### src/rtl/piso_serializer.sv
// Parallel-in serial-out transmitter with valid/ready load and gap-free back-to-back frames.
// Optional even-parity trailer bit enabled by defining PISO_PARITY_EN.
module piso_serializer #(
    parameter int unsigned WIDTH     = 8,
    parameter int unsigned MSB_FIRST = 1
) (
    input  logic             clk,
    input  logic             rst,
    input  logic [WIDTH-1:0] din,
    input  logic             load_valid,
    output logic             load_ready,
    output logic             q,
    output logic             q_valid,
    output logic             q_last
);

`ifdef PISO_PARITY_EN
    localparam int unsigned FRAME_LEN = WIDTH + 1;
`else
    localparam int unsigned FRAME_LEN = WIDTH;
`endif
    localparam int unsigned CW = $clog2(WIDTH + 1);
    localparam logic [CW-1:0] LAST_IDX = CW'(FRAME_LEN - 1);

    localparam logic [0:0] IDLE  = 1'b0;
    localparam logic [0:0] SHIFT = 1'b1;

    logic [0:0]       state;
    logic [WIDTH-1:0] shreg;
    logic [CW-1:0]    cnt;
    logic [CW-1:0]    cnt_next;
    logic             accept;
    logic             first_bit;
    logic             next_bit;
    logic [WIDTH-1:0] load_rest;
    logic [WIDTH-1:0] shift_rest;
`ifdef PISO_PARITY_EN
    logic             parity;
`endif

    assign load_ready = (state == IDLE) || ((state == SHIFT) && (cnt == LAST_IDX));
    assign accept     = load_valid && load_ready;
    assign cnt_next   = cnt + CW'(1);

    // The first bit goes straight to q on accept, so the shift register only
    // holds the bits still to be sent.
    always_comb begin
        first_bit  = 1'b0;
        next_bit   = 1'b0;
        load_rest  = '0;
        shift_rest = '0;
        if (MSB_FIRST != 0) begin
            first_bit  = din[WIDTH-1];
            load_rest  = {din[WIDTH-2:0], 1'b0};
            next_bit   = shreg[WIDTH-1];
            shift_rest = {shreg[WIDTH-2:0], 1'b0};
        end else begin
            first_bit  = din[0];
            load_rest  = {1'b0, din[WIDTH-1:1]};
            next_bit   = shreg[0];
            shift_rest = {1'b0, shreg[WIDTH-1:1]};
        end
    end

    always_ff @(posedge clk or posedge rst) begin
        if (rst) begin
            state   <= IDLE;
            shreg   <= '0;
            cnt     <= '0;
            q       <= 1'b0;
            q_valid <= 1'b0;
            q_last  <= 1'b0;
`ifdef PISO_PARITY_EN
            parity  <= 1'b0;
`endif
        end else if (accept) begin
            state   <= SHIFT;
            shreg   <= load_rest;
            cnt     <= '0;
            q       <= first_bit;
            q_valid <= 1'b1;
            q_last  <= 1'b0;
`ifdef PISO_PARITY_EN
            parity  <= ^din;
`endif
        end else if (state == SHIFT) begin
            if (cnt == LAST_IDX) begin
                state   <= IDLE;
                shreg   <= '0;
                cnt     <= '0;
                q       <= 1'b0;
                q_valid <= 1'b0;
                q_last  <= 1'b0;
            end else begin
                cnt     <= cnt_next;
                shreg   <= shift_rest;
                q_last  <= (cnt_next == LAST_IDX);
`ifdef PISO_PARITY_EN
                q       <= (cnt_next == CW'(WIDTH)) ? parity : next_bit;
`else
                q       <= next_bit;
`endif
            end
        end
    end

endmodule

### config.mk
export PLATFORM = sky130hd
export DESIGN_NAME = piso_serializer
export DESIGN_NICKNAME = d
export VERILOG_FILES = /design/src/rtl/piso_serializer.sv
export SDC_FILE = /design/constraint.sdc
export NUM_CORES = 1
export LEC_CHECK = 0
export BUFFER_PORTS_ARGS = -buffer_cell sky130_fd_sc_hd__buf_2
export CELL_PAD_IN_SITES_DETAIL_PLACEMENT = 1
export CELL_PAD_IN_SITES_GLOBAL_PLACEMENT = 1
export CORE_ASPECT_RATIO = 1.2
export CORE_UTILIZATION = 44
export DETAILED_ROUTE_END_ITERATION = 10
export MAX_ROUTING_LAYER = met4
export PLACE_DENSITY = 0.84
export SLEW_MARGIN = 20
export SYNTH_ARGS = -nofsm -noshare
export SYNTH_HDL_FRONTEND = slang
export SYNTH_SLANG_ARGS = --single-unit
### constraint.sdc
create_clock -name clk -period 3.4 [get_ports clk]
set_clock_uncertainty 0.15 [all_clocks]
set_input_delay 0.34 -clock clk [delete_from_list [all_inputs] [get_ports clk]]
set_output_delay 0.34 -clock clk [all_outputs]
set_load 0.05 [all_outputs]
==> results of run 1 <==
[worst reg2reg max path, stage by stage, from the launching register on]
cell and delay [ns]:
dfrtp_1 0.42, ha_1 0.23, nand3b_1 0.35, a32oi_1 0.32, o21ai_1 0.09
[worst paths after layout]
kind / slack, ns / depth (start not counted) / end
worst min register to register: 0.34 / 1 / q_valid
max in group asynchronous: 2.22 / 3 / q_valid
min in group asynchronous: 0.51 / 3 / q
worst max register to register: 1.71 / 4 / shreg[7]
worst min-delay path: 0.14 / 3 / shreg[1]
worst max-delay path: 1.11 / 4 / load_ready
[power breakdown]
part | total, mW | internal [mW] | switching, mW
Sequential | 0.316 | 0.247 | 0.0693
Combinational | 0.308 | 0.124 | 0.184
Clock | 0.103 | 0.0455 | 0.0574
[cells by family after synthesis]
family	Yosys count
xor+xnor	2
simple gates	14
buf+inv	7
mux	8
flops	15
compound gates	22
fa+ha+maj	2
[registers in the layout, indices dropped and copies added (netlist names)]
register	flops
state	1
q_last	1
cnt	4
q	1
shreg	7
q_valid	1
[metal layers]
metal | routed length (um) | global-route usage (%) | vias up
li1 | - | - | 290
met1 | 731 | 24.3 | 292
met2 | 844 | 33.0 | 9
met3 | 38 | 4.65 | 2
met4 | 8 | 7.33 | 0
met5 | 0 | - | -
[cells in the final DEF, fill, tap and decap left out]
master	synthesis	final
a21boi_2	1	1
a22o_1	1	1
a32o_1	1	1
a32oi_1	7	7
and4b_1	1	1
buf_2	3	14
clkbuf_1	0	1
clkbuf_4	0	3
dfrtp_1	15	15
dlygate4sd3_1	0	1
ha_1	2	2
inv_1	2	2
mux2i_1	8	8
nand2_1	5	5
nand2b_1	1	1
nand2b_2	1	1
nand3_1	2	2
nand3b_1	1	1
nor2_1	1	1
nor2_2	1	1
o21ai_0	1	1
o21ai_1	10	10
o22a_1	1	1
or2b_2	1	1
xnor2_1	1	1
xor2_1	1	1
[per-stage QoR]
stage                     hold slack (ns)  util [%]  std cells
final                               0.135      53.0        102
after global routing                0.160      53.0        102
after CTS                           0.138      53.0        102
after detailed placement            0.283      50.8         97
after global placement              0.276      50.8         97
after floorplan                    0.0915         -         70
[layout make-up]
cell class                 instances  area (um2)  area share [%]
inverter                           2        7.51           0.863
clock buffer                       4        26.3            3.02
multi-input combinational         48         358            41.2
timing repair buffer              15        80.1            9.21
sequential                        15         375            43.2
tap                               18        22.5            2.59
[repair_timing]
| item | in CTS | in global routing |
|---|---|---|
| endpoints found under the hold margin | 15 | 0 |
| endpoints found under the setup margin | 0 | 0 |
| hold buffers | 1 | 0 |
==> impl_metrics.csv, run 1 <==
group,metric,value,unit
grt,antenna_found_initial,0,
sta,worst_slack,1.11,ns
yosys,ys_types,24,
yosys,synth_xor_area_share,2.25,%
power_and_ir_drop,leakagePower,0.414,nW
placed_design,placed_area,833,um2
yosys,synth_top_family_by_area,"compound AO/OA/AOI/OAI gates",
critical_path,worst-endpoint-required,2.91,ns
grt,grt_max_degree,25,
sta,tightest_slew,0.769,ns
floorplanning,dieArea,0.00194,mm2
floorplanning,die_x,40.4,um
placed_design,place.gp.congestion,0.621,
yosys,synth_adder_area_share,3.22,%
cts,numCtsBuffers,3,
finish,n_antenna_cell,0,
yosys,ys_warn_count,0,
cts,cts-htree-levels,1,
min_path,hp-start,"din[0]",
critical_path,slowest_stage,"dfrtp_1",
floorplanning,row_count,16,
detailed_routing,routed-via-count,593,
yosys,yosys_most_used_dff,"dfrtp_1",
yosys,synth-compound-area-share,19.9,%
detailed_routing,routed_wl,1.62,mm
cts,post_cts_resized,0,
detailed_routing,detail-route-antenna-nets,0,
sta,finalHoldViolCount,0,
placed_design,place_hpwl,1.16,mm
finish,synthToLayoutAreaGrowth,11.7,%
cts,cts.clk_slew.worst_paths,0.09,ns
sta,setup_tns,0,ns
sta,slew-limit-headroom,48.8,%
min_path,hold_class,"in2reg",
floorplanning,start_util,47.4,%
cts,clkSinkCount,15,
floorplanning,core_area,0.00164,mm2
critical_path,critPathKind,"reg2out",
finish,nets,98,
finish,drive_above_1_share,25.0,%
yosys,syn_area,778,um2
critical_path,cp-startpoint,"cnt[0]",
sta,min_period_over_period,67.4,%
sta,setup_viol,0,
floorplanning,ios,15,
sta,max_freq,436,MHz
finish,final_area,870,um2
critical_path,path_delay_family,"simple AND/OR/NAND/NOR gates",
run,maxCapViolations,0,
grt,grt_pass1_vias,594,
power_and_ir_drop,finalPower,0.727,mW
critical_path,crit_arrival,1.80,ns
critical_path,end_kind,"primary output",
cts,tritoncts,"done",
yosys,yosys.area.top_type,"dfrtp_1",
yosys,synth.avg_cell_area,11.1,um2
detailed_routing,wl_per_cell,15.9,um
yosys,synth_mux_area_share,10.3,%
critical_path,crit_fanout,11,
detailed_routing,drc_errors,0,
yosys,ys_ff_latch,15,
yosys,synth_edf_count,0,
yosys,async_flop_share,100,%
critical_path,crit_buf_inv,1,
cts,cts_buffer_depth,2,
detailed_routing,vias_per_cell,5.81,
yosys,netlist.area_leader.share,48.2,%
detailed_routing,first_pass_iters,2,
cts,cts_setup_buffers,0,
detailed_routing,dr.first_iter.drc_count,4,
placed_design,io_buffer_count,14,
critical_path,critical_path.cell_chain,"ha_1, nand3b_1, nand2_1, buf_2",
sta,period_needed,2.29,ns
yosys,yosysMostFrequentCell,"dfrtp_1",
floorplanning,die_y,48.1,um
critical_path,cpPeakStageDelay,0.42,ns
yosys,yosys-top-cells-count,"15 x dfrtp_1, 10 x o21ai_1, 8 x mux2i_1",
yosys,postSynthCellCount,70,
power_and_ir_drop,powerDensity,836,mW/mm2
grt,grt-ovfl-total,0,
yosys,syn_nets,83,
yosys,synthSimpleGateAreaFrac,10.3,%
power_and_ir_drop,ir_drop,0.359,mV
yosys,ys_top_cells_by_area,"dfrtp_1 48%, mux2i_1 10%, a32oi_1 7.9%",
yosys,seq_area_frac_synth,48.2,%
sta,rsz0062_at_grt,"no",
grt,grt_pass1_wl,2.58,mm
critical_path,crit_path_start_kind,"flop",
finish,n_fill_cell,202,
cts,insertion_delay,0.28,ns
critical_path,timing.rr.start,"cnt[0]",
sta,slew_viol_final,0,
grt,grt.total_usage,20.4,%
placed_design,place_ws,1.39,ns
cts,root_buffer,"clkbuf_4",
run_status,status,"complete, no violations",
Power figures use the tool's default switching activity.
==> run 2, diff against run 1 <==
- ABC_AREA: unset -> 1
- CORE_UTILIZATION: 44 -> 36
- PLACE_DENSITY: 0.84 -> 0.75
- clock period: 3.4 -> 2.1 ns (I/O delays scaled with it)
==> run 2 against run 1 <==
  * The flow now finishes with violations (negative hold slack)
  * Sequential share of layout area shrank 3.1 points
  * Clock power rose by 70%
  * Register-to-register slack got worse by 1.1 ns
  * Global-route usage decreased by 2.8 points
  * Final cell count grew 34%
  * Die area grew 28%
  * Sequential cell count did not move
  * Via count rose by 14%
  * Core utilization fell by 8.7 points
  * Critical path type unchanged
  * Largest cell class unchanged
==> impl_metrics.csv, run 2 <==
group,metric,value,unit
finish,nets,121,
finish,largest_registers,"shreg x7, cnt x4",
finish,mostFrequentLayoutCells,"30 x nand2_1, 15 x dfrtp_1, 14 x buf_2, 8 x nand3_1",
detailed_routing,routed-via-count,678,
yosys,synth.avg_cell_area,9.13,um2
floorplanning,row_count,18,
critical_path,end_kind,"primary output",
power_and_ir_drop,leakagePower,0.483,nW
critical_path,crit_arrival,1.63,ns
sta,min_period_over_period,94.6,%
placed_design,place.gp.congestion,0.740,
critical_path,crit_path_start_kind,"flop",
finish,synthToLayoutAreaGrowth,14.0,%
grt,antenna_found_initial,0,
yosys,syn_nets,103,
cts,numCtsBuffers,3,
yosys,syn_area,822,um2
min_path,hold_class,"in2reg",
yosys,ys_top_cells_by_area,"dfrtp_1 46%, nand2_1 14%, nand3_2 7.3%",
cts,cts_buffer_depth,2,
cts,cts_setup_buffers,0,
yosys,yosys_most_used_dff,"dfrtp_1",
finish,seqCellArea,375,um2
sta,setup_viol,0,
floorplanning,dieArea,0.00248,mm2
finish,n_antenna_cell,0,
sta,finalHoldViolCount,1,
floorplanning,ios,15,
finish,top_register,"shreg",
grt,grt.total_usage,17.6,%
cts,root_buffer,"clkbuf_4",
detailed_routing,wl_per_cell,12.9,um
detailed_routing,first_pass_iters,4,
cts,post_cts_resized,0,
cts,insertion_delay,0.29,ns
detailed_routing,routed_wl,1.76,mm
cts,tritoncts,"done",
critical_path,cp-startpoint,"cnt[0]",
grt,grt-ovfl-total,0,
grt,grt_pass1_vias,646,
critical_path,cpPeakStageDelay,0.43,ns
power_and_ir_drop,ir_drop,0.690,mV
critical_path,worst-endpoint-required,1.74,ns
critical_path,critical_path.cell_chain,"ha_1, nand3_4, nand2_4, buf_2",
yosys,ys_ff_latch,15,
finish,multi_input_area,374,um2
detailed_routing,vias_per_cell,4.95,
power_and_ir_drop,p_switching,0.566,mW
power_and_ir_drop,finalPower,1.23,mW
power_and_ir_drop,powerDensity,1310,mW/mm2
cts,cts.clk_slew.worst_paths,0.09,ns
power_and_ir_drop,p_int,0.663,mW
finish,drive_above_1_share,28.0,%
sta,period_needed,1.99,ns
yosys,async_flop_share,100,%
yosys,netlist.area_leader.share,45.7,%
cts,cts-htree-levels,1,
power_and_ir_drop,p_seq_share,40.9,%
grt,grt_pass1_wl,2.92,mm
detailed_routing,dr.first_iter.drc_count,5,
power_and_ir_drop,clkPwrFrac,14.3,%
sta,worst_slack,0.114,ns
sta,setup_tns,0,ns
yosys,seq_area_frac_synth,45.7,%
yosys,yosys-top-cells-count,"30 x nand2_1, 15 x dfrtp_1, 8 x nand3_1",
sta,slew-limit-headroom,60.1,%
power_and_ir_drop,switching_share,46.0,%
floorplanning,die_x,45.6,um
yosys,postSynthCellCount,90,
yosys,synth_edf_count,0,
grt,grt_max_degree,16,
placed_design,place_ws,0.437,ns
power_and_ir_drop,share_comb_of_total_power,44.9,%
sta,rsz0062_at_grt,"no",
yosys,yosysMostFrequentCell,"nand2_1",
critical_path,critPathKind,"reg2out",
detailed_routing,detail-route-antenna-nets,0,
run_status,violations,"negative hold slack",
floorplanning,core_area,0.00212,mm2
min_path,hp-start,"din[3]",
yosys,ys_warn_count,0,
critical_path,crit_fanout,15,
critical_path,slowest_stage,"dfrtp_1",
finish,largest_reg_flops,7,
placed_design,io_buffer_count,14,
run,maxCapViolations,0,
critical_path,timing.rr.start,"cnt[0]",
placed_design,place_hpwl,1.27,mm
yosys,yosys.area.top_type,"dfrtp_1",
sta,hold-worst-slack,-0.000665,ns
run_status,status,"finished with violations",
floorplanning,die_y,54.3,um
critical_path,path_delay_family,"flip-flops",
sta,slew_viol_final,0,
finish,n_fill_cell,276,
sta,max_freq,503,MHz
floorplanning,start_util,38.8,%
finish,final_common_cell,"nand2_1",
sta,tightest_slew,0.598,ns
yosys,ys_types,23,
cts,clkSinkCount,15,
cts,hold_buffers,2,
critical_path,crit_buf_inv,1,
detailed_routing,drc_errors,0,
run 2: changes by cell type in the layout (fill, tap and decap cells not counted), moves of 3 or more:
cell and delta:
nand3_1 +6, nand2_1 +25, o21ai_1 -10, inv_1 +4, a32oi_1 -7, o211ai_1 +4, nand3_2 +6, o21ai_0 +3
mux2i_1 -8
run 2: metrics by stage:
step           cells  area (um2)  utilization, %
2_1_floorplan     90         822               -
3_3_place_gp     131         891            42.1
3_5_place_dp     131         891            42.1
4_1_cts          137         937            44.3
5_1_grt          137         937            44.3
6_report         137         937            44.3
run 2: cell families (layout without fill, tap and decap cells):
kind of cell / after synthesis / count (layout) / synth area share [%]
and+or+nand+nor: 49 / 49 / 31.4
xor gates and xnor gates: 1 / 1 / 1.07
buffers and inverters: 11 / 28 / 8.83
DFF: 15 / 15 / 45.7
adders and majority gates: 2 / 2 / 3.04
AOI/OAI and AO/OA: 12 / 12 / 10.0
run 2: final timing paths:
path	endpoint	cells past startpoint	slack, ns
worst max-delay path	load_ready	4	0.11
max in group asynchronous	shreg[2]	3	1.04
worst max register to register	shreg[5]	7	0.57
worst min register to register	q_last	2	0.34
worst min-delay path	shreg[4]	3	-0.0007
min in group asynchronous	q_valid	3	0.37
run 2: power groups by stage:
stage                     Clock (mW)  Combinational [mW]  Sequential, mW
final                          0.175               0.551           0.502
after global routing           0.188               0.625           0.520
after CTS                      0.176               0.563           0.504
after detailed placement           0               0.558           0.510
after global placement             0               0.539           0.507
after floorplan                    0               0.422           0.558
run 2: layer usage:
layer | wire length, um | up-vias | track usage (%) | part of all wire, %
met3 | 40 | 5 | 1.98 | 2.3
met5 | 0 | - | - | 0
met2 | 843 | 13 | 27.6 | 48
li1 | - | 330 | - | -
met1 | 835 | 330 | 21.4 | 47
met4 | 42 | 0 | 10.6 | 2.4
run 2: tightest hold or removal path: cells and delay by family:
kind,cells,cell delay [ns]
buf+inv,1,0.09
simple gates,2,0.12
run 2: final cells by class:
type                       count  area share [%]
clock buffer                   4            2.80
multi-input combinational     64            39.9
sequential                    15            40.1
timing repair buffer          17            10.4
tap                           30            4.01
inverter                       7            2.80
==> run 3, diff against run 2 <==
- ABC_AREA: 1 -> unset
- CORE_UTILIZATION: 36 -> 37
- SLEW_MARGIN: 20 -> unset
==> run 3 against run 2 <==
  * The run now ends clean
  * Power is 2.9% lower
  * Final cell count is 23% lower
  * Combinational power is 4.0% lower
  * Count of clock-buffer cells in the layout stayed put
  * Clock power is 3% lower
  * Hold slack better by 0.0063 ns
  * Final area is 4.4% lower
  * Global-route usage is 0.65 points higher
  * Sequential power is 2% lower
  * Register-to-register slack worse by 0.03 ns
  * Setup slack better by 0.14 ns
  * Largest power group unchanged
==> impl_metrics.csv, run 3 (same netlist as run 1, synthesis figures left out) <==
group,metric,value,unit
run_status,status,"complete, no violations",
cts,cts_buffer_depth,2,
cts,clkSinkCount,15,
cts,cts_setup_buffers,0,
finish,final_area,896,um2
finish,final_common_cell,"dfrtp_1",
placed_design,place_hpwl,1.15,mm
floorplanning,start_util,40.7,%
cts,numCtsBuffers,3,
detailed_routing,first_pass_iters,4,
finish,largest_reg_flops,7,
floorplanning,core_area,0.00191,mm2
finish,finalNonFillerCells,106,
critical_path,end_kind,"primary output",
finish,synthToLayoutAreaGrowth,15.1,%
finish,drive_above_1_share,26.4,%
critical_path,cpPeakStageDelay,0.42,ns
finish,n_fill_cell,219,
detailed_routing,drc_errors,0,
cts,post_cts_resized,0,
sta,min_period_over_period,87.9,%
power_and_ir_drop,leakagePower,0.426,nW
critical_path,critical_path.cell_chain,"ha_1, nand3b_1, nand2_1, buf_2",
placed_design,place.gp.congestion,0.722,
sta,finalHoldViolCount,0,
cts,cts-htree-levels,1,
sta,setup_tns,0,ns
run,maxCapViolations,0,
placed_design,place_ws,0.547,ns
grt,grt_pass1_wl,2.82,mm
power_and_ir_drop,ir_drop,0.563,mV
placed_design,io_buffer_count,14,
critical_path,crit_path_start_kind,"flop",
critical_path,critPathKind,"reg2out",
placed_design,placed_area,850,um2
floorplanning,die_x,43.9,um
finish,multi_input_area,358,um2
min_path,hold_class,"in2reg",
floorplanning,dieArea,0.00229,mm2
finish,mostFrequentLayoutCells,"15 x dfrtp_1, 14 x buf_2, 10 x o21ai_1, 8 x mux2i_1, 7 x a32oi_1",
floorplanning,row_count,17,
critical_path,crit_arrival,1.49,ns
critical_path,slowest_stage,"dfrtp_1",
sta,slew_viol_final,0,
detailed_routing,wl_per_cell,15.1,um
critical_path,worst-endpoint-required,1.74,ns
cts,insertion_delay,0.29,ns
sta,worst_slack,0.254,ns
power_and_ir_drop,finalPower,1.19,mW
critical_path,crit_buf_inv,1,
cts,cts.clk_slew.worst_paths,0.09,ns
detailed_routing,routed-via-count,602,
power_and_ir_drop,powerDensity,1330,mW/mm2
sta,max_freq,542,MHz
grt,grt_pass1_vias,618,
detailed_routing,routed_wl,1.60,mm
finish,seqCellArea,375,um2
sta,hold-worst-slack,0.00559,ns
cts,tritoncts,"done",
floorplanning,ios,15,
critical_path,path_delay_family,"flip-flops",
critical_path,crit_fanout,5,
sta,slew-limit-headroom,61.5,%
cts,root_buffer,"clkbuf_4",
finish,nets,101,
sta,period_needed,1.85,ns
floorplanning,die_y,52.2,um
grt,grt-ovfl-total,0,
sta,tightest_slew,0.577,ns
placed_design,dp_cells,100,
sta,rsz0062_at_grt,"no",
cts,hold_buffers,2,
finish,largest_registers,"shreg x7, cnt x4",
grt,antenna_found_initial,0,
finish,fin_util,46.8,%
detailed_routing,dr.first_iter.drc_count,12,
grt,grt_max_degree,17,
grt,grt.total_usage,18.2,%
finish,top_register,"shreg",
detailed_routing,vias_per_cell,5.68,
detailed_routing,detail-route-antenna-nets,0,
finish,n_antenna_cell,0,
sta,setup_viol,0,
-- run 3: layer usage --
layer | global-route usage [%] | vias up | part of all wire, %
met2 | 26.1 | 9 | 47
met4 | 13.6 | 0 | 3.3
met5 | - | - | 0
met3 | 3.10 | 5 | 2.6
met1 | 22.8 | 295 | 47
li1 | - | 293 | -
-- run 3: worst paths after layout --
kind / start / slack (ns) / to / cells after the start
worst max-delay path: cnt[0] / 0.25 / load_ready / 4
worst min-delay path: din[7] / 0.006 / q / 3
worst max register to register: cnt[0] / 0.54 / shreg[5] / 4
min in group asynchronous: rst / 0.36 / shreg[1] / 3
worst min register to register: q_valid / 0.34 / q_valid / 1
max in group asynchronous: rst / 1.06 / shreg[5] / 3
-- run 3: cell type report --
class                           count  area share (%)
Sequential cell                    15            41.9
Multi-Input combinational cell     48            39.9
Timing Repair Buffer               18            11.7
Clock buffer                        4            2.93
Tap cell                           19            2.65
Inverter                            2           0.838
-- run 3: power by group --
part	internal (mW)	total (mW)	leakage [nW]	switching (mW)
clock	0.0739	0.170	0.0150	0.0961
combinational	0.214	0.529	0.221	0.315
sequential	0.400	0.494	0.190	0.0945
-- run 3: worst register-to-register path: cells and delay by family (launching register included) --
family | cells | cell delay [ns]
AND/OR/NAND/NOR | 1 | 0.31
adder cells (fa/ha/maj) | 1 | 0.25
AO/OA/AOI/OAI | 2 | 0.30
flip-flops | 1 | 0.43
